`src/rtl/mem_arbiter.sv`:
```
// -----------------------------------------------------------------------------
// mem_arbiter
//
// Purpose:
//    Arbitrates an instruction port and a data port onto one single-port RAM.
//    Grants are combinational in the request cycle. The RAM answers one cycle
//    later, and the arbiter steers that answer back to the port that won.
//    Accesses outside the RAM window are still granted. They never reach the
//    RAM; instead they get an internally generated error response. The block
//    also keeps saturating grant and conflict statistics.
//
// Parameters:
//    MEM_SIZE  - RAM size in bytes (power of two)
//    MEM_START - RAM base byte address (MEM_SIZE aligned)
//    RR_EN     - 0: instruction port always wins a conflict
//                1: round-robin between the two ports on conflict
//
// Ports:
//    clk_sys, rst_sys            - clock, asynchronous active-high reset
//    instr_req_i/addr_i          - instruction request
//    instr_gnt/rvalid/err/rdata  - instruction grant and response
//    data_req/we/be/addr/wdata_i - data request
//    data_gnt/rvalid/err/rdata   - data grant and response
//    mem_req/we/be/addr/wdata_o  - request to the RAM
//    mem_rvalid_i, mem_rdata_i   - RAM response (one cycle after mem_req_o)
//    cnt_instr/data/conflict_o   - 16-bit saturating statistics
// -----------------------------------------------------------------------------
module mem_arbiter #(
   parameter int unsigned MEM_SIZE  = 32'd65536,
   parameter logic [31:0] MEM_START = 32'h0000_0000,
   parameter bit          RR_EN     = 1'b0
) (
   input  logic        clk_sys,
   input  logic        rst_sys,
   input  logic        instr_req_i,
   input  logic [31:0] instr_addr_i,
   output logic        instr_gnt_o,
   output logic        instr_rvalid_o,
   output logic        instr_err_o,
   output logic [31:0] instr_rdata_o,
   input  logic        data_req_i,
   input  logic        data_we_i,
   input  logic [3:0]  data_be_i,
   input  logic [31:0] data_addr_i,
   input  logic [31:0] data_wdata_i,
   output logic        data_gnt_o,
   output logic        data_rvalid_o,
   output logic        data_err_o,
   output logic [31:0] data_rdata_o,
   output logic        mem_req_o,
   output logic        mem_we_o,
   output logic [3:0]  mem_be_o,
   output logic [31:0] mem_addr_o,
   output logic [31:0] mem_wdata_o,
   input  logic        mem_rvalid_i,
   input  logic [31:0] mem_rdata_i,
   output logic [15:0] cnt_instr_o,
   output logic [15:0] cnt_data_o,
   output logic [15:0] cnt_conflict_o
);

   typedef enum logic {
      PORT_INSTR = 1'b0,
      PORT_DATA  = 1'b1
   } port_e;

   localparam logic [31:0] ADDR_MASK = ~(MEM_SIZE - 32'd1);

   // True when the byte address falls inside the RAM window.
   function automatic logic in_range(input logic [31:0] addr);
      return ((addr & ADDR_MASK) == MEM_START);
   endfunction

   // Increment that sticks at all-ones instead of wrapping.
   function automatic logic [15:0] sat_inc(input logic [15:0] value);
      return (value == 16'hFFFF) ? value : (value + 16'd1);
   endfunction

   port_e       last_q;
   logic        resp_v_q;
   port_e       owner_q;
   logic        err_q;
   logic        proto_err_q;
   logic [15:0] cnt_instr_q;
   logic [15:0] cnt_data_q;
   logic [15:0] cnt_conflict_q;

   logic        instr_win_s;
   logic        data_win_s;
   logic        win_err_s;

   // Winner selection. This uses only the live requests and last_q, so no
   // RAM response signal can reach a grant.
   always_comb begin
      instr_win_s = 1'b0;
      data_win_s  = 1'b0;
      if (rst_sys) begin
         instr_win_s = 1'b0;
      end else if (instr_req_i && data_req_i) begin
         // Round-robin hands a conflict to whichever port did not win last.
         if (RR_EN && (last_q == PORT_INSTR)) begin
            data_win_s = 1'b1;
         end else begin
            instr_win_s = 1'b1;
         end
      end else if (instr_req_i) begin
         instr_win_s = 1'b1;
      end else if (data_req_i) begin
         data_win_s = 1'b1;
      end else begin
         instr_win_s = 1'b0;
      end
   end

   // RAM request steering. Write controls come from the data port only.
   always_comb begin
      mem_req_o   = 1'b0;
      mem_we_o    = 1'b0;
      mem_be_o    = 4'b0000;
      mem_addr_o  = 32'h0000_0000;
      mem_wdata_o = 32'h0000_0000;
      win_err_s   = 1'b0;
      if (instr_win_s) begin
         if (in_range(instr_addr_i)) begin
            mem_req_o  = 1'b1;
            mem_addr_o = instr_addr_i;
         end else begin
            win_err_s = 1'b1;
         end
      end else if (data_win_s) begin
         if (in_range(data_addr_i)) begin
            mem_req_o   = 1'b1;
            mem_we_o    = data_we_i;
            mem_be_o    = data_be_i;
            mem_addr_o  = data_addr_i;
            mem_wdata_o = data_wdata_i;
         end else begin
            win_err_s = 1'b1;
         end
      end else begin
         win_err_s = 1'b0;
      end
   end

   assign instr_gnt_o = instr_win_s;
   assign data_gnt_o  = data_win_s;

   // Response stage: remembers who was granted and whether the access missed
   // the RAM. Reset drops any pending response.
   always_ff @(posedge clk_sys or posedge rst_sys) begin
      if (rst_sys) begin
         resp_v_q <= 1'b0;
         owner_q  <= PORT_DATA;
         err_q    <= 1'b0;
         last_q   <= PORT_DATA;
      end else if (instr_win_s || data_win_s) begin
         resp_v_q <= 1'b1;
         owner_q  <= data_win_s ? PORT_DATA : PORT_INSTR;
         err_q    <= win_err_s;
         last_q   <= data_win_s ? PORT_DATA : PORT_INSTR;
      end else begin
         resp_v_q <= 1'b0;
      end
   end

   // Sticky flag: the RAM failed to answer an in-range access on time.
   always_ff @(posedge clk_sys or posedge rst_sys) begin
      if (rst_sys) begin
         proto_err_q <= 1'b0;
      end else if (resp_v_q && !err_q && !mem_rvalid_i) begin
         proto_err_q <= 1'b1;
      end
   end

   // Response routing. The response is driven even if the RAM did not assert
   // mem_rvalid_i, so the requester never stalls.
   always_comb begin
      instr_rvalid_o = 1'b0;
      instr_err_o    = 1'b0;
      instr_rdata_o  = 32'h0000_0000;
      data_rvalid_o  = 1'b0;
      data_err_o     = 1'b0;
      data_rdata_o   = 32'h0000_0000;
      if (resp_v_q && !rst_sys) begin
         if (owner_q == PORT_DATA) begin
            data_rvalid_o = 1'b1;
            data_err_o    = err_q;
            data_rdata_o  = err_q ? 32'h0000_0000 : mem_rdata_i;
         end else begin
            instr_rvalid_o = 1'b1;
            instr_err_o    = err_q;
            instr_rdata_o  = err_q ? 32'h0000_0000 : mem_rdata_i;
         end
      end else begin
         data_rvalid_o = 1'b0;
      end
   end

   // Saturating grant and conflict statistics.
   always_ff @(posedge clk_sys or posedge rst_sys) begin
      if (rst_sys) begin
         cnt_instr_q    <= 16'h0000;
         cnt_data_q     <= 16'h0000;
         cnt_conflict_q <= 16'h0000;
      end else begin
         if (instr_win_s) begin
            cnt_instr_q <= sat_inc(cnt_instr_q);
         end
         if (data_win_s) begin
            cnt_data_q <= sat_inc(cnt_data_q);
         end
         if (instr_req_i && data_req_i) begin
            cnt_conflict_q <= sat_inc(cnt_conflict_q);
         end
      end
   end

   assign cnt_instr_o    = cnt_instr_q;
   assign cnt_data_o     = cnt_data_q;
   assign cnt_conflict_o = cnt_conflict_q;

   mem_arbiter_chk u_chk (
      .clk_sys   (clk_sys),
      .rst_sys   (rst_sys),
      .instr_gnt (instr_win_s),
      .data_gnt  (data_win_s),
      .proto_err (proto_err_q)
   );

endmodule

// -----------------------------------------------------------------------------
// mem_arbiter_chk
//
// Purpose: runtime checks for mem_arbiter. It checks that the two grants are
//          never high together and that the protocol error flag never clears
//          outside reset.
// Ports:   clk_sys, rst_sys, the two grants, and the sticky protocol flag.
// -----------------------------------------------------------------------------
module mem_arbiter_chk (
   input logic clk_sys,
   input logic rst_sys,
   input logic instr_gnt,
   input logic data_gnt,
   input logic proto_err
);

   a_one_grant : assert property (@(posedge clk_sys) disable iff (rst_sys)
                                  !(instr_gnt && data_gnt));

   a_proto_sticky : assert property (@(posedge clk_sys) disable iff (rst_sys)
                                     $past(proto_err) |-> proto_err);

endmodule

```
`config.mk`:
```
export PLATFORM = sky130hd
export DESIGN_NAME = mem_arbiter
export DESIGN_NICKNAME = d
export VERILOG_FILES = /design/src/rtl/mem_arbiter.sv
export SDC_FILE = /design/constraint.sdc
export NUM_CORES = 1
export LEC_CHECK = 0
export CORE_AREA = 2 2 128 130
export CTS_BUF_LIST = sky130_fd_sc_hd__clkbuf_4
export CTS_CLUSTER_SIZE = 30
export DETAILED_ROUTE_END_ITERATION = 16
export DIE_AREA = 0 0 130 132
export GPL_ROUTABILITY_DRIVEN = 0
export GPL_TIMING_DRIVEN = 0
export PLACE_DENSITY = 0.61
export SLEW_MARGIN = 10
export SYNTH_ARGS = -nofsm -noshare
export SYNTH_HDL_FRONTEND = slang
export SYNTH_SLANG_ARGS = --single-unit
```
`constraint.sdc`:
```
create_clock -name clk_sys -period 8.7 [get_ports clk_sys]
set_input_delay 2.175 -clock clk_sys [delete_from_list [all_inputs] [get_ports clk_sys]]
set_output_delay 2.175 -clock clk_sys [all_outputs]
set_load 0.005 [all_outputs]
```
==> reports/metrics.csv <==
stage,metric,value,unit
pwr,p_per_area,104,nW/um^2
timing,period_share,82.0,%
place,detailed_place.area,7030,um^2
timing,setup_viol,0,
final_layout,area_growth,96.6,%
synthesis,syn_inst,434,
synthesis,ys_seq_area_share,35.5,%
place,hpwl,15800,um
critical_path,rr_worst_depth,5,
detailed_routing,drcViolationCount,0,
pwr,power_leakage,0.00281,uW
pwr,comb_power_share,38.9,%
global_routing,grt_pass1_vias,4315,
critical_path,cp.arrival,4960,ps
cts,cts_resized,0,
pwr,power_frac_seq,46.6,%
pwr,swShare,34.0,%
floorplan,coreArea,15700,um^2
synthesis,yosys_warnings,0,
timing,fmax,0.140,GHz
cts,clkLatencyLatePin,360,ps
pwr,max-vdd-ir-drop,0.000100,V
timing,fin_setup_tns,0,ps
final_layout,multi_input_area,2130,um^2
run_status,status,finished clean,
final_layout,fin_util,45.1,%
detailed_routing,vias_per_cell,4.43,
critical_path,rrSetupSlack,6740,ps
place,portBuffers,308,
floorplan,initial_core_util,22.9,%
floorplan,rows,46,
detailed_routing,ant_nets,0,
global_routing,grt_max_degree,38,
global_routing,antenna_found_initial,1,
final_layout,fillers,1527,
synthesis,yosysUniqueCellTypes,59,
floorplan,die-width,130,um
cts,cts-root-buf,clkbuf_4,
cts,htree_levels,2,
synthesis,synth_edf_count,0,
timing,slew_headroom,61.9,%
timing,tightest_slew,567,ps
timing,hold_viol_final,0,
synthesis,async_flop_share,100,%
final_layout,final_cell_area,7090,um^2
detailed_routing,wl,18400,um
cts,cts_buffers,5,
final_layout,regArea,1280,um^2
floorplan,die_h,132,um
cts,post-cts-setup-buffers,0,
final_layout,drive_above_1_share,7.18,%
cts,clock_sinks,51,
floorplan,die_area,17200,um^2
timing,post-route-min-period,7140,ps
hold_path,min_path_type,flop to flop,
critical_path,critPathKind,input pin to primary output,
run,drv_cap,0,
critical_path,cp-end-kind,primary output,
detailed_routing,wl_per_cell,18.8,um
global_routing,gr-usage-all-layers,20.4,%
critical_path,cp_max_fo,10,
synthesis,synth_area,3600,um^2
detailed_routing,drtIter0Drc,170,
detailed_routing,firstDrtPassIters,4,
floorplan,io_pins,326,
hold_path,holdPathStages,1,
synthesis,syn_area_per_cell,8.30,um^2
final_layout,nNetsFinal,906,
cts,cts.path.max_buffers,2,
cts,hold_buffers,0,
timing,rsz0062_at_grt,false,
cts,tritoncts,done,
synthesis,ys_ff_latch,51,
global_routing,grt_first_pass_wirelength,26600,um
timing,finalMaxSlewViolations,0,
timing,finClkSkew,7.63,ps
cts,clk_pin_slew_worst_paths,150,ps
critical_path,start_kind,input pin,
critical_path,cp.required,6530,ps
pwr,power_switching,250,uW
final_layout,antenna_cells,0,
pwr,clockPowerShare,14.5,%
detailed_routing,dr_total_vias,4346,
synthesis,ys.flop_type,dfrtp_1,
pwr,power.internal,485,uW
global_routing,grt-ovfl-total,0,
==> cells by family after synthesis <==
kind of cell               after synthesis  share of synthesized area (%)
adders and majority gates                3                           1.04
buffers and inverters                   44                           6.87
DFF                                     51                           35.5
other                                    1                          0.104
muxes                                    7                           2.19
xor gates and xnor gates                35                           8.51
AOI/OAI and AO/OA                       40                           8.51
and+or+nand+nor                        253                           37.3
==> cell usage after synthesis, types with 2 or more instances <==
cell type | instances | share of area, %
a211oi_1 | 3 | 0.62
a21oi_1 | 7 | 0.97
a22o_1 | 16 | 3.9
and2_1 | 38 | 6.6
and3_1 | 2 | 0.35
and4_1 | 3 | 0.73
buf_2 | 5 | 0.69
buf_4 | 17 | 3.5
clkbuf_1 | 10 | 1.0
dfrtp_1 | 50 | 35
ha_1 | 3 | 1.0
inv_1 | 9 | 0.94
mux2_2 | 6 | 1.9
nand2_1 | 49 | 5.1
nand3_1 | 17 | 2.4
nand4_1 | 13 | 2.3
nor2_1 | 76 | 7.9
nor3_1 | 7 | 0.97
nor4_1 | 20 | 3.5
nor4_2 | 3 | 1.0
nor4b_1 | 4 | 0.97
o21ai_0 | 3 | 0.42
or2_2 | 2 | 0.35
or3_1 | 2 | 0.35
or4_1 | 2 | 0.42
xnor2_1 | 8 | 1.9
xor2_1 | 27 | 6.6
==> cells in the final DEF, fill, tap and decap left out, types with 3 or more instances in the layout <==
| cell | Yosys | final |
|---|---|---|
| clkdlybuf4s50_1 | 0 | 308 |
| nor2_1 | 76 | 76 |
| dfrtp_1 | 50 | 50 |
| nand2_1 | 49 | 49 |
| and2_1 | 38 | 38 |
| xor2_1 | 27 | 27 |
| nor4_1 | 20 | 20 |
| nand3_1 | 17 | 17 |
| buf_4 | 17 | 17 |
| a22o_1 | 16 | 16 |
| conb_1 | 1 | 16 |
| nand4_1 | 13 | 13 |
| clkbuf_1 | 10 | 10 |
| inv_1 | 9 | 8 |
| xnor2_1 | 8 | 8 |
| a21oi_1 | 7 | 7 |
| nor3_1 | 7 | 7 |
| mux2_2 | 6 | 6 |
| buf_2 | 5 | 5 |
| clkbuf_4 | 0 | 5 |
| nor4b_1 | 4 | 4 |
| and4_1 | 3 | 3 |
| o21ai_0 | 3 | 3 |
| nor4_2 | 3 | 3 |
| clkinv_1 | 1 | 3 |
| a211oi_1 | 3 | 3 |
| ha_1 | 3 | 3 |
==> state kept, by name, summed over array words and instances (netlist names) <==
register        cells
owner_q             1
cnt_conflict_o     16
cnt_data_o         16
cnt_instr_o        16
resp_v_q            1
err_q               1
==> power groups by stage <==
| stage | registers (uW) | logic (uW) | clock network (uW) |
|---|---|---|---|
| floorplan | 334 | 97.7 | 0 |
| global placement | 342 | 281 | 0 |
| detailed placement | 344 | 287 | 0 |
| CTS | 342 | 289 | 112 |
| global route | 351 | 311 | 123 |
| finish | 342 | 285 | 106 |
==> through the flow <==
step / instances / hold WS [ps] / setup slack (ps) / power (uW)
floorplan: 449 / 483 / 2410 / 432
global placement: 973 / 487 / 381 / 623
detailed placement: 974 / 488 / 1670 / 631
CTS: 982 / 514 / 1650 / 743
global route: 982 / 527 / 1510 / 785
finish: 982 / 503 / 1560 / 734
==> routing by layer <==
metal  wire, um  track usage, %  vias to the layer above
met5         13               0                        -
met4        126            1.85                        2
met3       2440            9.58                       12
met2       8050            31.2                      194
met1       7780            27.4                     2006
li1           -               -                     2132
==> cell type report <==
type,instances,share of cell area [%]
Timing Repair Buffer,309,43.8
Multi-Input combinational cell,354,30.1
Sequential cell,51,18.0
Tap cell,216,3.81
Buffer,33,2.84
Inverter,11,0.653
Clock buffer,5,0.530
Clock inverter,3,0.212
==> final timing paths <==
kind,start,endpoint
max,instr_addr_i[19],mem_addr_o[11]
min,cnt_conflict_o[14],cnt_conflict_o[14]
max reg2reg,cnt_conflict_o[0],cnt_conflict_o[1]
min reg2reg,cnt_conflict_o[14],cnt_conflict_o[14]
max in group asynchronous,rst_sys,cnt_data_o[6]
min in group asynchronous,rst_sys,cnt_instr_o[2]
==> worst max-delay path, cell delays in order <==
cell and delay, ps:
clkdlybuf4s50_1 460, nor4_1 440, and4_1 330, and2_1 150
clkbuf_1 360, buf_2 310, a22o_1 210, clkdlybuf4s50_1 520
Power figures use the tool's default switching activity.
